**src/rtl/ref_cache_line_fetch_scheduler.sv**
```systemverilog
// ref_cache_line_fetch_scheduler
// Sequencer in front of the reference-pixel cache tag lookup. It accepts one
// reference block (top-left pixel, width-1, height-1), works out how many
// cache lines the block covers horizontally and vertically, and then issues
// one cache-line request per covered line in raster order.
//
// Ports:
//   clk, reset_n      clock (rising edge) and asynchronous active-low reset
//   blk_valid_in      block request valid
//   blk_ready_out     scheduler idle and able to take a block
//   start_x_in/_y_in  top-left pixel coordinate of the block
//   rf_blk_wdt_in     block width minus 1
//   rf_blk_hgt_in     block height minus 1
//   cl_valid_out      cache-line request valid
//   cl_ready_in       downstream consumes the current line request
//   cl_x_out/_y_out   cache-line column / row index
//   cl_last_out       current request is the final line of the block
//   cl_cnt_out        number of lines in the block, (dx+1)*(dy+1)
//   blk_done_out      one-cycle pulse after the final line is consumed
module ref_cache_line_fetch_scheduler #(
    parameter int C_L_H_SIZE = 3,
    parameter int C_L_V_SIZE = 2,
    parameter int DIM_WDTH   = 4,
    parameter int PIC_X_WDTH = 12,
    parameter int PIC_Y_WDTH = 12
) (
    input  logic                           clk,
    input  logic                           reset_n,
    input  logic                           blk_valid_in,
    output logic                           blk_ready_out,
    input  logic [PIC_X_WDTH-1:0]          start_x_in,
    input  logic [PIC_Y_WDTH-1:0]          start_y_in,
    input  logic [DIM_WDTH-1:0]            rf_blk_wdt_in,
    input  logic [DIM_WDTH-1:0]            rf_blk_hgt_in,
    output logic                           cl_valid_out,
    input  logic                           cl_ready_in,
    output logic [PIC_X_WDTH-C_L_H_SIZE-1:0] cl_x_out,
    output logic [PIC_Y_WDTH-C_L_V_SIZE-1:0] cl_y_out,
    output logic                           cl_last_out,
    output logic [3:0]                     cl_cnt_out,
    output logic                           blk_done_out
);

    localparam int LXW = PIC_X_WDTH - C_L_H_SIZE;
    localparam int LYW = PIC_Y_WDTH - C_L_V_SIZE;
    // Only the low (line size + 2) bits of the end coordinate matter for the
    // modulo-4 line difference, so the adders are kept that narrow.
    localparam int XSW = C_L_H_SIZE + 2;
    localparam int YSW = C_L_V_SIZE + 2;

    typedef enum logic [0:0] {
        ST_IDLE  = 1'b0,
        ST_ISSUE = 1'b1
    } state_t;

    state_t           state_q, state_d;
    logic [LXW-1:0]   lx0_q, lx0_d;
    logic [LYW-1:0]   ly0_q, ly0_d;
    logic [1:0]       dx_q, dx_d;
    logic [1:0]       dy_q, dy_d;
    logic [1:0]       xi_q, xi_d;
    logic [1:0]       yi_q, yi_d;
    logic             ready_q, ready_d;
    logic             valid_q, valid_d;
    logic             last_q, last_d;
    logic             done_q, done_d;
    logic [LXW-1:0]   cl_x_q, cl_x_d;
    logic [LYW-1:0]   cl_y_q, cl_y_d;
    logic [3:0]       cnt_q, cnt_d;

    logic [XSW-1:0]   end_x_lo_s;
    logic [YSW-1:0]   end_y_lo_s;
    logic [1:0]       dx_s, dy_s;
    logic [LXW-1:0]   lx0_s;
    logic [LYW-1:0]   ly0_s;
    logic [3:0]       cnt_s;
    logic [1:0]       nxi_s, nyi_s;

    // Span of the incoming block in cache lines (modulo-4 line-index difference).
    always_comb begin
        end_x_lo_s = start_x_in[XSW-1:0] + XSW'(rf_blk_wdt_in);
        end_y_lo_s = start_y_in[YSW-1:0] + YSW'(rf_blk_hgt_in);
        dx_s       = end_x_lo_s[XSW-1:C_L_H_SIZE] - start_x_in[XSW-1:C_L_H_SIZE];
        dy_s       = end_y_lo_s[YSW-1:C_L_V_SIZE] - start_y_in[YSW-1:C_L_V_SIZE];
        lx0_s      = start_x_in[PIC_X_WDTH-1:C_L_H_SIZE];
        ly0_s      = start_y_in[PIC_Y_WDTH-1:C_L_V_SIZE];
        cnt_s      = (4'(dx_s) + 4'd1) * (4'(dy_s) + 4'd1);
    end

    // Raster-order successor of the current line offset.
    always_comb begin
        if (xi_q == dx_q) begin
            nxi_s = 2'd0;
            nyi_s = yi_q + 2'd1;
        end else begin
            nxi_s = xi_q + 2'd1;
            nyi_s = yi_q;
        end
    end

    // Next-state and registered-output computation of the issue FSM.
    always_comb begin
        state_d = state_q;
        lx0_d   = lx0_q;
        ly0_d   = ly0_q;
        dx_d    = dx_q;
        dy_d    = dy_q;
        xi_d    = xi_q;
        yi_d    = yi_q;
        ready_d = ready_q;
        valid_d = valid_q;
        last_d  = last_q;
        done_d  = 1'b0;
        cl_x_d  = cl_x_q;
        cl_y_d  = cl_y_q;
        cnt_d   = cnt_q;
        case (state_q)
            ST_IDLE: begin
                if (blk_valid_in && ready_q) begin
                    state_d = ST_ISSUE;
                    lx0_d   = lx0_s;
                    ly0_d   = ly0_s;
                    dx_d    = dx_s;
                    dy_d    = dy_s;
                    xi_d    = 2'd0;
                    yi_d    = 2'd0;
                    ready_d = 1'b0;
                    valid_d = 1'b1;
                    cl_x_d  = lx0_s;
                    cl_y_d  = ly0_s;
                    last_d  = (dx_s == 2'd0) && (dy_s == 2'd0);
                    cnt_d   = cnt_s;
                end else begin
                    state_d = ST_IDLE;
                end
            end
            ST_ISSUE: begin
                if (cl_ready_in) begin
                    if (last_q) begin
                        state_d = ST_IDLE;
                        ready_d = 1'b1;
                        valid_d = 1'b0;
                        last_d  = 1'b0;
                        done_d  = 1'b1;
                    end else begin
                        xi_d   = nxi_s;
                        yi_d   = nyi_s;
                        cl_x_d = lx0_q + LXW'(nxi_s);
                        cl_y_d = ly0_q + LYW'(nyi_s);
                        last_d = (nxi_s == dx_q) && (nyi_s == dy_q);
                    end
                end else begin
                    // Stalled: every cl_* output holds.
                    state_d = ST_ISSUE;
                end
            end
            default: begin
                state_d = ST_IDLE;
                ready_d = 1'b1;
                valid_d = 1'b0;
                last_d  = 1'b0;
            end
        endcase
    end

    // State and output registers; reset discards any block in flight.
    always_ff @(posedge clk or negedge reset_n) begin
        if (!reset_n) begin
            state_q <= ST_IDLE;
            lx0_q   <= {LXW{1'b0}};
            ly0_q   <= {LYW{1'b0}};
            dx_q    <= 2'd0;
            dy_q    <= 2'd0;
            xi_q    <= 2'd0;
            yi_q    <= 2'd0;
            ready_q <= 1'b1;
            valid_q <= 1'b0;
            last_q  <= 1'b0;
            done_q  <= 1'b0;
            cl_x_q  <= {LXW{1'b0}};
            cl_y_q  <= {LYW{1'b0}};
            cnt_q   <= 4'd0;
        end else begin
            state_q <= state_d;
            lx0_q   <= lx0_d;
            ly0_q   <= ly0_d;
            dx_q    <= dx_d;
            dy_q    <= dy_d;
            xi_q    <= xi_d;
            yi_q    <= yi_d;
            ready_q <= ready_d;
            valid_q <= valid_d;
            last_q  <= last_d;
            done_q  <= done_d;
            cl_x_q  <= cl_x_d;
            cl_y_q  <= cl_y_d;
            cnt_q   <= cnt_d;
        end
    end

    assign blk_ready_out = ready_q;
    assign cl_valid_out  = valid_q;
    assign cl_last_out   = last_q;
    assign blk_done_out  = done_q;
    assign cl_x_out      = cl_x_q;
    assign cl_y_out      = cl_y_q;
    assign cl_cnt_out    = cnt_q;

endmodule

```
**config.mk**
```make
export PLATFORM = sky130hd
export DESIGN_NAME = ref_cache_line_fetch_scheduler
export DESIGN_NICKNAME = d
export VERILOG_FILES = /design/src/rtl/ref_cache_line_fetch_scheduler.sv
export SDC_FILE = /design/constraint.sdc
export NUM_CORES = 1
export LEC_CHECK = 0
export CAP_MARGIN = 40
export CORE_MARGIN = 10
export CORE_UTILIZATION = 35
export DETAILED_ROUTE_END_ITERATION = 16
export PLACE_DENSITY = 0.6
export SETUP_SLACK_MARGIN = 0.3
export SLEW_MARGIN = 20
export SYNTH_ARGS = -nofsm -noshare
export SYNTH_HDL_FRONTEND = slang
export SYNTH_SLANG_ARGS = --single-unit
```
**constraint.sdc**
```tcl
create_clock -name clk -period 3.3 [get_ports clk]
set_clock_uncertainty 0.2 [all_clocks]
set_input_delay 0.66 -clock clk [delete_from_list [all_inputs] [get_ports clk]]
set_output_delay 0.66 -clock clk [all_outputs]
set_load 0.03 [all_outputs]
```
==> results of run 1 <==
==> kinds of logic after synthesis <==
family          Yosys count  share of synthesized area
simple gates            150                      0.214
flops                    55                      0.452
compound gates           47                     0.0953
xor+xnor                 29                     0.0859
buf+inv                  26                     0.0362
fa+ha+maj                20                     0.0896
mux                       8                     0.0263
==> cells in the final DEF, fill, tap and decap left out, types with 8 or more instances in the layout <==
| master | n |
|---|---|
| buf_4 | 17 |
| clkdlybuf4s50_1 | 47 |
| dfrtp_1 | 54 |
| ha_1 | 8 |
| inv_1 | 8 |
| mux2i_1 | 8 |
| nand2_1 | 103 |
| nor2_1 | 11 |
| o21ai_0 | 17 |
| xnor2_1 | 14 |
| xor2_1 | 11 |
==> worst paths after layout <==
| path | startpoint | end | slack (ps) | depth (start not counted) |
|---|---|---|---|---|
| max in group asynchronous | reset_n | yi_q[1] | 2200 | 2 |
| min in group clk | cl_valid_out | cl_valid_out | 280 | 2 |
| worst max-delay path | start_y_in[1] | cl_cnt_out[3] | -80 | 16 |
| worst min-delay path | reset_n | cl_y_out[6] | 80 | 1 |
| worst max register to register | xi_q[0] | cl_x_out[6] | 590 | 11 |
| worst min register to register | cl_valid_out | cl_valid_out | 280 | 2 |
==> layout make-up <==
class                   count  area [um2]
inverters                  10        37.5
well taps                 105         131
clock inverters             2        35.0
clock buffers               6        82.6
flip-flops and latches     55        1380
fillers                   808        4220
multi-input cells         254        1710
repair buffers             80         751
==> routing by layer <==
metal  vias to the layer above  routed length (um)
met2                        54                3300
met3                         4                 416
met4                         0                  41
met5                         -                   0
met1                      1139                3470
li1                       1244                   -
==> report_power, final <==
part / switching, mW / internal [mW]
Sequential: 0 / 0.673
Combinational: 0.143 / 0.177
Clock: 0.219 / 0.246
==> stage by stage <==
stage	TNS, ps	cells	power [mW]
detailed placement	-1540	501	0.967
floorplan	-189	335	0.831
global placement	-1350	500	0.955
global route	-227	512	1.54
finish	-78.8	512	1.46
CTS	-105	511	1.46
==> registers in the layout (all words and copies together), names as in the netlist <==
signal / cells
cl_valid_out: 1
cl_y_out: 10
lx0_q: 9
blk_ready_out: 1
dy_q: 2
cl_cnt_out: 4
cl_x_out: 9
dx_q: 2
xi_q: 2
ly0_q: 10
cl_last_out: 1
blk_done_out: 1
state_q: 1
yi_q: 2
==> timing repair <==
action                                  4_1_cts  5_1_grt
pin swaps                                    20       13
endpoints found under the setup margin        3        2
setup buffers                                 2        1
gates resized for setup                      41        4
==> impl_metrics.json, run 1 <==
{
  "synth_area_leaders": "dfrtp_1 (44%), nand2_1 (13%), ha_1 (7.0%), xnor2_1 (4.9%), xor2_1 (3.2%)",
  "ys_seq_area_frac": 0.452,
  "area_growth_pct": 35.5,
  "ant_nets": 0,
  "ys_ff_latch": 55,
  "synth.avg_cell_area_um2": 9.09,
  "dieHeight_um": 113,
  "grt_pass1_vias": 2451,
  "rsz0062_at_grt": "true",
  "numCtsBuffers": 5,
  "synth_fp_nets": 391,
  "cts_root_buffer": "clkbuf_8",
  "crit_slowest_cell": "fa_1",
  "p_leak_nw": 1.91,
  "cpPeakStageDelay_ps": 490,
  "viasPerCell": 4.77,
  "holdWs_ps": 83.3,
  "grt_usage": 0.113,
  "top_usage_layer": "met2",
  "ys_warn_count": 0,
  "grt_max_degree": 37,
  "cts_tree": "done",
  "worst-endpoint-arrival_ps": 3350,
  "fp-row-count": 33,
  "yosysTopAreaCellShare": 0.444,
  "end_kind": "flip-flop",
  "cap_violations": 0,
  "synth_ff_type": "dfrtp_1",
  "crit_chain": "buf_6 > ha_4 > a31oi_4 > xor2_1 > ha_2 > xnor2_2 > xnor2_2 > ha_1 > nand2_2 > fa_1 > inv_2 > ha_4 > xor2_1 > xnor2_1 > xnor2_1 > o21ai_1",
  "drt_iter0_drc": 78,
  "fmax_ghz": 0.296,
  "portBuffers": 62,
  "crit_buf_inv": 2,
  "yosys-top-cells-count": "nand2_1 (106), dfrtp_1 (54), o21ai_0 (18)",
  "htree_num_levels": 2,
  "met1_usage": 0.147,
  "tightest_slew_ps": 705,
  "gp_congestion": 0.759,
  "synth-edff-count": 0,
  "p_per_area_nw_per_um2": 354,
  "grt_use_met3": 0.0317,
  "design_area_um2": 4130,
  "critPathKind": "in -> reg",
  "ioPinCount": 63,
  "core_area_um2": 8340,
  "dieArea_um2": 12800,
  "placed_cell_area_um2": 3940,
  "slew_headroom": 0.530,
  "ir_worst_vdd_mv": 0.257,
  "netlist_area_um2": 3050,
  "finalSetupViolCount": 1,
  "cts_sinks": 55,
  "violations": "negative setup slack",
  "cp_data_required_time_ps": 3270,
  "preCtsSetupSlack_ps": -819,
  "fin_crit_sh": 1.02,
  "final_util": 0.495,
  "grt_pass1_wl_um": 12300,
  "holdBufCountCts": 0,
  "wl_per_cell_um": 14.1,
  "synth_most_common_cell": "nand2_1",
  "start_util": 0.365,
  "async_flop_share": 1.00,
  "synth_top_area_cell": "dfrtp_1",
  "grtUsageMet2": 0.184,
  "wl_um": 7230,
  "outcome": "finished with violations",
  "final_nets": 462,
  "drc_errors": 0,
  "drive_gt1_frac": 0.150,
  "yosysUniqueCellTypes": 39,
  "critPathTopFamily": "adder cells",
  "min_path_type": "in -> async",
  "clock_latency_ps": 300,
  "num_antenna_cells": 0,
  "vias": 2441,
  "synth_cells": 335,
  "grt-ovfl-total": 0,
  "hold_violations": 0,
  "worst_setup_path_start_kind": "input port",
  "clk_pin_slew_ps": 100,
  "crit_fanout": 3,
  "die_x_um": 113,
  "first_pass_iters": 4,
  "period_minus_slack_ps": 3380,
  "slew_violations": 0,
  "worst_slack_ps": -78.8,
  "antenna_found_initial": 0,
  "place.detailed.hpwl_um": 5460,
  "clk_path_buf_depth": 2
}
No activity file was read; power rests on OpenSTA's default activity.
==> run 2: changes to the inputs <==
--- a/config.mk
+++ b/config.mk
@@ -6,10 +6,8 @@
 export NUM_CORES = 1
 export LEC_CHECK = 0
 export CAP_MARGIN = 40
-export CORE_MARGIN = 10
 export CORE_UTILIZATION = 35
 export DETAILED_ROUTE_END_ITERATION = 16
-export PLACE_DENSITY = 0.6
 export SETUP_SLACK_MARGIN = 0.3
 export SLEW_MARGIN = 20
 export SYNTH_ARGS = -nofsm -noshare
==> run 2 against run 1 <==
The flow still finishes with violations (negative setup slack); clock power shrank 10%; setup slack lost 16 ps; via count fell by 0.90%; largest power group unchanged; maximum frequency shrank 0.46%; critical endpoint unchanged; sequential cell count unchanged; non-clock buffer count shrank 2; highest routed layer unchanged; critical path type unchanged; global-route usage up 5.3 points; largest cell class unchanged; clock-buffer cell count is 1 higher.
==> impl_metrics.json, run 2 (synthesis results as in run 1) <==
{
  "outcome": "finished with violations",
  "violations": "negative setup slack",
  "tightest_slew_ps": 717,
  "core_area_um2": 8300,
  "cap_violations": 0,
  "final_nets": 460,
  "drive_gt1_frac": 0.158,
  "ir_worst_vdd_mv": 0.153,
  "clk_path_buf_depth": 2,
  "drt_iter0_drc": 69,
  "ioPinCount": 63,
  "ff2ff_path_depth": 11,
  "numCtsBuffers": 5,
  "endpoint": "cl_cnt_out[3]",
  "fin_crit_sh": 1.03,
  "power_mw": 1.42,
  "viasPerCell": 4.74,
  "clock_latency_ps": 310,
  "ant_nets": 0,
  "hold_violations": 0,
  "cts_root_buffer": "clkbuf_8",
  "finalSetupTns_ps": -94.4,
  "fp-row-count": 33,
  "drc_errors": 0,
  "crit_chain": "buf_6 > ha_4 > a31oi_4 > xor2_1 > ha_2 > xnor2_2 > xnor2_2 > ha_1 > nand2_2 > fa_1 > inv_2 > ha_4 > xor2_2 > xnor2_1 > xnor2_1 > o21ai_1",
  "clk_pin_slew_ps": 100,
  "startpoint": "rf_blk_hgt_in[1]",
  "dieArea_um2": 9080,
  "portBuffers": 62,
  "preCtsSetupSlack_ps": -891,
  "worst-endpoint-arrival_ps": 3370,
  "grt-ovfl-total": 0,
  "wl_per_cell_um": 13.6,
  "start_util": 0.367,
  "grt_max_degree": 37,
  "num_antenna_cells": 0,
  "dieHeight_um": 95.3,
  "slew_violations": 0,
  "crit_slowest_cell": "fa_1",
  "htree_num_levels": 2,
  "rr_startpoint": "xi_q[0]",
  "crit_fanout": 3,
  "fmax_ghz": 0.295,
  "grt_pass1_wl_um": 11600,
  "worst_slack_ps": -94.4,
  "finalSetupViolCount": 1,
  "first_pass_iters": 4,
  "gp_congestion": 0.782,
  "final_common_cell": "nand2_1",
  "cts_sinks": 55,
  "rsz0062_at_grt": "true",
  "mostFrequentLayoutCells": "nand2_1 (101), dfrtp_1 (54), clkdlybuf4s50_1 (47)",
  "final_util": 0.495,
  "period_minus_slack_ps": 3390,
  "slew_headroom": 0.522,
  "critPathKind": "in -> reg",
  "area_growth_pct": 35.0,
  "r2r_end": "cl_x_out[6]",
  "grt_pass1_vias": 2380,
  "p_per_area_nw_per_um2": 346,
  "grt_usage": 0.166,
  "end_kind": "flip-flop",
  "die_x_um": 95.3,
  "cts_tree": "done",
  "p_leak_nw": 1.89,
  "antenna_found_initial": 0,
  "wl_um": 6960,
  "worst_setup_path_start_kind": "input port",
  "place.detailed.hpwl_um": 4940,
  "reg2reg_slack_ps": 510,
  "cpPeakStageDelay_ps": 500,
  "min_path_type": "in -> async",
  "cp_data_required_time_ps": 3280,
  "vias": 2419
}
==> run 2: how the worst min path moves through the flow <==
stage / slack [ps] / end / start / depth (start not counted)
CTS: 190 / cl_y_out[2] / reset_n / 1
finish: 170 / cl_y_out[2] / reset_n / 1
floorplan: 160 / blk_done_out / reset_n / 0
global route: 210 / cl_y_out[2] / reset_n / 1
global placement: 260 / cl_cnt_out[1] / cl_cnt_out[1] / 2
detailed placement: 270 / cl_cnt_out[0] / cl_cnt_out[0] / 2
==> run 2: metal layers <==
metal | vias to the layer above | GRT usage | routed length, um
li1 | 1237 | - | -
met3 | 4 | 0.0359 | 323
met2 | 50 | 0.267 | 3170
met5 | - | 0 | 0
met4 | 0 | 0.0442 | 50
met1 | 1128 | 0.227 | 3420
==> run 2: final cells by class <==
| cell class | instances | area (um2) |
|---|---|---|
| Fill cell | 799 | 4190 |
| Multi-Input combinational cell | 254 | 1720 |
| Sequential cell | 55 | 1380 |
| Clock inverter | 1 | 7.51 |
| Clock buffer | 7 | 96.3 |
| Tap cell | 105 | 131 |
| Timing Repair Buffer | 78 | 737 |
| Inverter | 10 | 37.5 |
==> run 2: through the flow <==
stage               instance area (um2)  instances  hold WS [ps]
floorplan                          3130        335           164
global placement                   3920        500           260
detailed placement                 3920        500           269
CTS                                4080        510           187
global route                       4110        510           207
finish                             4110        510           171
==> run 2: critical path: cells and delay by family <==
| family | cells | cell delay, ps |
|---|---|---|
| buffers and inverters | 2 | 150 |
| XOR/XNOR | 6 | 860 |
| AND/OR/NAND/NOR | 1 | 60 |
| adder cells (fa/ha/maj) | 5 | 1430 |
| AO/OA/AOI/OAI | 2 | 210 |
==> run 2: power breakdown <==
group	total (mW)	internal (mW)	switching [mW]
Sequential	0.673	0.673	0
Combinational	0.332	0.181	0.151
Clock	0.418	0.192	0.227
Total	1.42	1.05	0.377
==> run 2: repair_timing <==
action / CTS / global route
pin swaps: 22 / 20
gates resized for setup: 41 / 13
hold buffers: 0 / 0
buffers inserted: 2 / 0
cloned: 0 / 0
endpoints found under the setup margin: 3 / 2
==> run 3: changes to the inputs <==
--- a/config.mk
+++ b/config.mk
@@ -8,6 +8,7 @@
 export CAP_MARGIN = 40
 export CORE_UTILIZATION = 35
 export DETAILED_ROUTE_END_ITERATION = 16
+export REMOVE_ABC_BUFFERS = 1
 export SETUP_SLACK_MARGIN = 0.3
 export SLEW_MARGIN = 20
 export SYNTH_ARGS = -nofsm -noshare
==> run 3 against run 2 <==
The flow still finishes with violations (negative setup slack); power increased by 0.22%; non-clock buffer count increased by 2; sequential power about the same; design area increased by 1.1%; critical path depth increased by 1; routed wire length decreased by 0.45%; combinational power increased by 5%; first-iteration DRC count increased by 77%; clock-buffer cell count decreased by 1.
==> impl_metrics.json, run 3 (synthesis results as in run 1) <==
{
  "grt_usage": 0.163,
  "drc_errors": 0,
  "clock_latency_ps": 310,
  "endpoint": "cl_cnt_out[3]",
  "finalSetupViolCount": 1,
  "power_mw": 1.43,
  "area_growth_pct": 36.4,
  "finalSetupTns_ps": -177,
  "dieHeight_um": 95.3,
  "period_minus_slack_ps": 3480,
  "worst_slack_ps": -177,
  "outcome": "finished with violations",
  "grt_pass1_wl_um": 11400,
  "clk_path_buf_depth": 2,
  "final_common_cell": "nand2_1",
  "grt_max_degree": 56,
  "ff2ff_path_depth": 11,
  "worst_setup_path_start_kind": "input port",
  "first_pass_iters": 4,
  "gp_congestion": 0.755,
  "placed_cells": 498,
  "wl_per_cell_um": 13.5,
  "violations": "negative setup slack",
  "antenna_found_initial": 0,
  "start_util": 0.367,
  "cts_tree": "done",
  "fp-row-count": 33,
  "htree_num_levels": 2,
  "hold_violations": 0,
  "reg2reg_slack_ps": 560,
  "tightest_slew_ps": 718,
  "portBuffers": 62,
  "rr_startpoint": "xi_q[0]",
  "num_antenna_cells": 0,
  "fin_crit_sh": 1.05,
  "fin_cells": 512,
  "slew_violations": 0,
  "vias": 2439,
  "dieArea_um2": 9080,
  "place.detailed.hpwl_um": 4560,
  "numCtsBuffers": 5,
  "worst-endpoint-arrival_ps": 3450,
  "min_path_type": "in -> async",
  "cts_root_buffer": "clkbuf_8",
  "crit_fanout": 3,
  "cap_violations": 0,
  "r2r_end": "cl_x_out[6]",
  "ioPinCount": 63,
  "ir_worst_vdd_mv": 0.159,
  "mostFrequentLayoutCells": "nand2_1 (102), dfrtp_1 (54), clkdlybuf4s50_1 (47)",
  "end_kind": "flip-flop",
  "grt_pass1_vias": 2378,
  "viasPerCell": 4.76,
  "wl_um": 6930,
  "holdWs_ps": 283,
  "p_leak_nw": 1.89,
  "grt-ovfl-total": 0,
  "drive_gt1_frac": 0.162,
  "critPathKind": "in -> reg",
  "fmax_ghz": 0.288,
  "drt_iter0_drc": 122,
  "cp_data_required_time_ps": 3280,
  "cts_sinks": 55,
  "core_area_um2": 8300,
  "startpoint": "rf_blk_hgt_in[1]",
  "die_x_um": 95.3,
  "clk_pin_slew_ps": 100,
  "ant_nets": 0,
  "rsz0062_at_grt": "true",
  "p_per_area_nw_per_um2": 343,
  "slew_headroom": 0.521,
  "final_nets": 462,
  "holdBufCountCts": 0
}
## run 3: changes by cell type in the layout (fill, tap and decap cells not counted), moves of 2 or more
cell and change:
clkbuf_2 -2, dlygate4sd2_1 +2, ha_2 -2, ha_4 +4
buf_4 +3, buf_2 +2, ha_1 -2, buf_6 -2
## run 3: report_power, final
part	switching (mW)	internal (mW)	total [mW]
Clock	0.234	0.172	0.407
Combinational	0.158	0.189	0.347
Sequential	0	0.674	0.674
## run 3: area by class of cell
type	instances	area [um2]
Clock inverter	2	16.3
Tap cell	105	131
Clock buffer	6	82.6
Timing Repair Buffer	80	733
Sequential cell	55	1380
Multi-Input combinational cell	254	1780
Fill cell	810	4150
Inverter	10	37.5
## run 3: stage by stage
step	utilization	setup WS (ps)	area [um2]
after global routing	0.501	-348	4150
after global placement	0.460	-881	3810
final	0.501	-177	4150
after CTS	0.499	-158	4140
after detailed placement	0.460	-1020	3810
after floorplan	-	-343	2970
## run 3: worst min-delay path by stage
| stage | from | end | slack (ps) |
|---|---|---|---|
| 6_report | reset_n | cl_y_out[3] | 280 |
| 5_1_grt | blk_ready_out | blk_ready_out | 300 |
| 4_1_cts | blk_ready_out | blk_ready_out | 290 |
| 3_5_place_dp | cl_x_out[3] | cl_x_out[3] | 270 |
| 3_3_place_gp | cl_y_out[3] | cl_y_out[3] | 260 |
| 2_1_floorplan | reset_n | blk_done_out | 160 |
## run 3: routing by layer
metal	wire, um	part of all wire	track usage
met1	3210	0.46	0.208
met2	3380	0.49	0.284
met3	301	0.043	0.0351
met4	33	0.0048	0.0303
met5	0	0	0
## run 3: repair_timing
| action | 4_1_cts | 5_1_grt |
|---|---|---|
| buffers inserted | 5 | 1 |
| setup endpoints to repair | 3 | 3 |
| endpoints found under the hold margin | 0 | 0 |
| resized for setup | 59 | 3 |
| gates cloned | 0 | 0 |
| pin swaps | 24 | 1 |
## run 3: critical path: stages
cell	delay [ps]
buf_6	100
ha_4	230
a31oi_4	170
xor2_1	180
ha_2	210
xnor2_2	110
xnor2_1	80
buf_4	150
ha_4	270
nand2_2	40
fa_1	500
inv_2	50
ha_4	160
xor2_2	170
xnor2_1	170
xnor2_1	130
o21ai_1	70
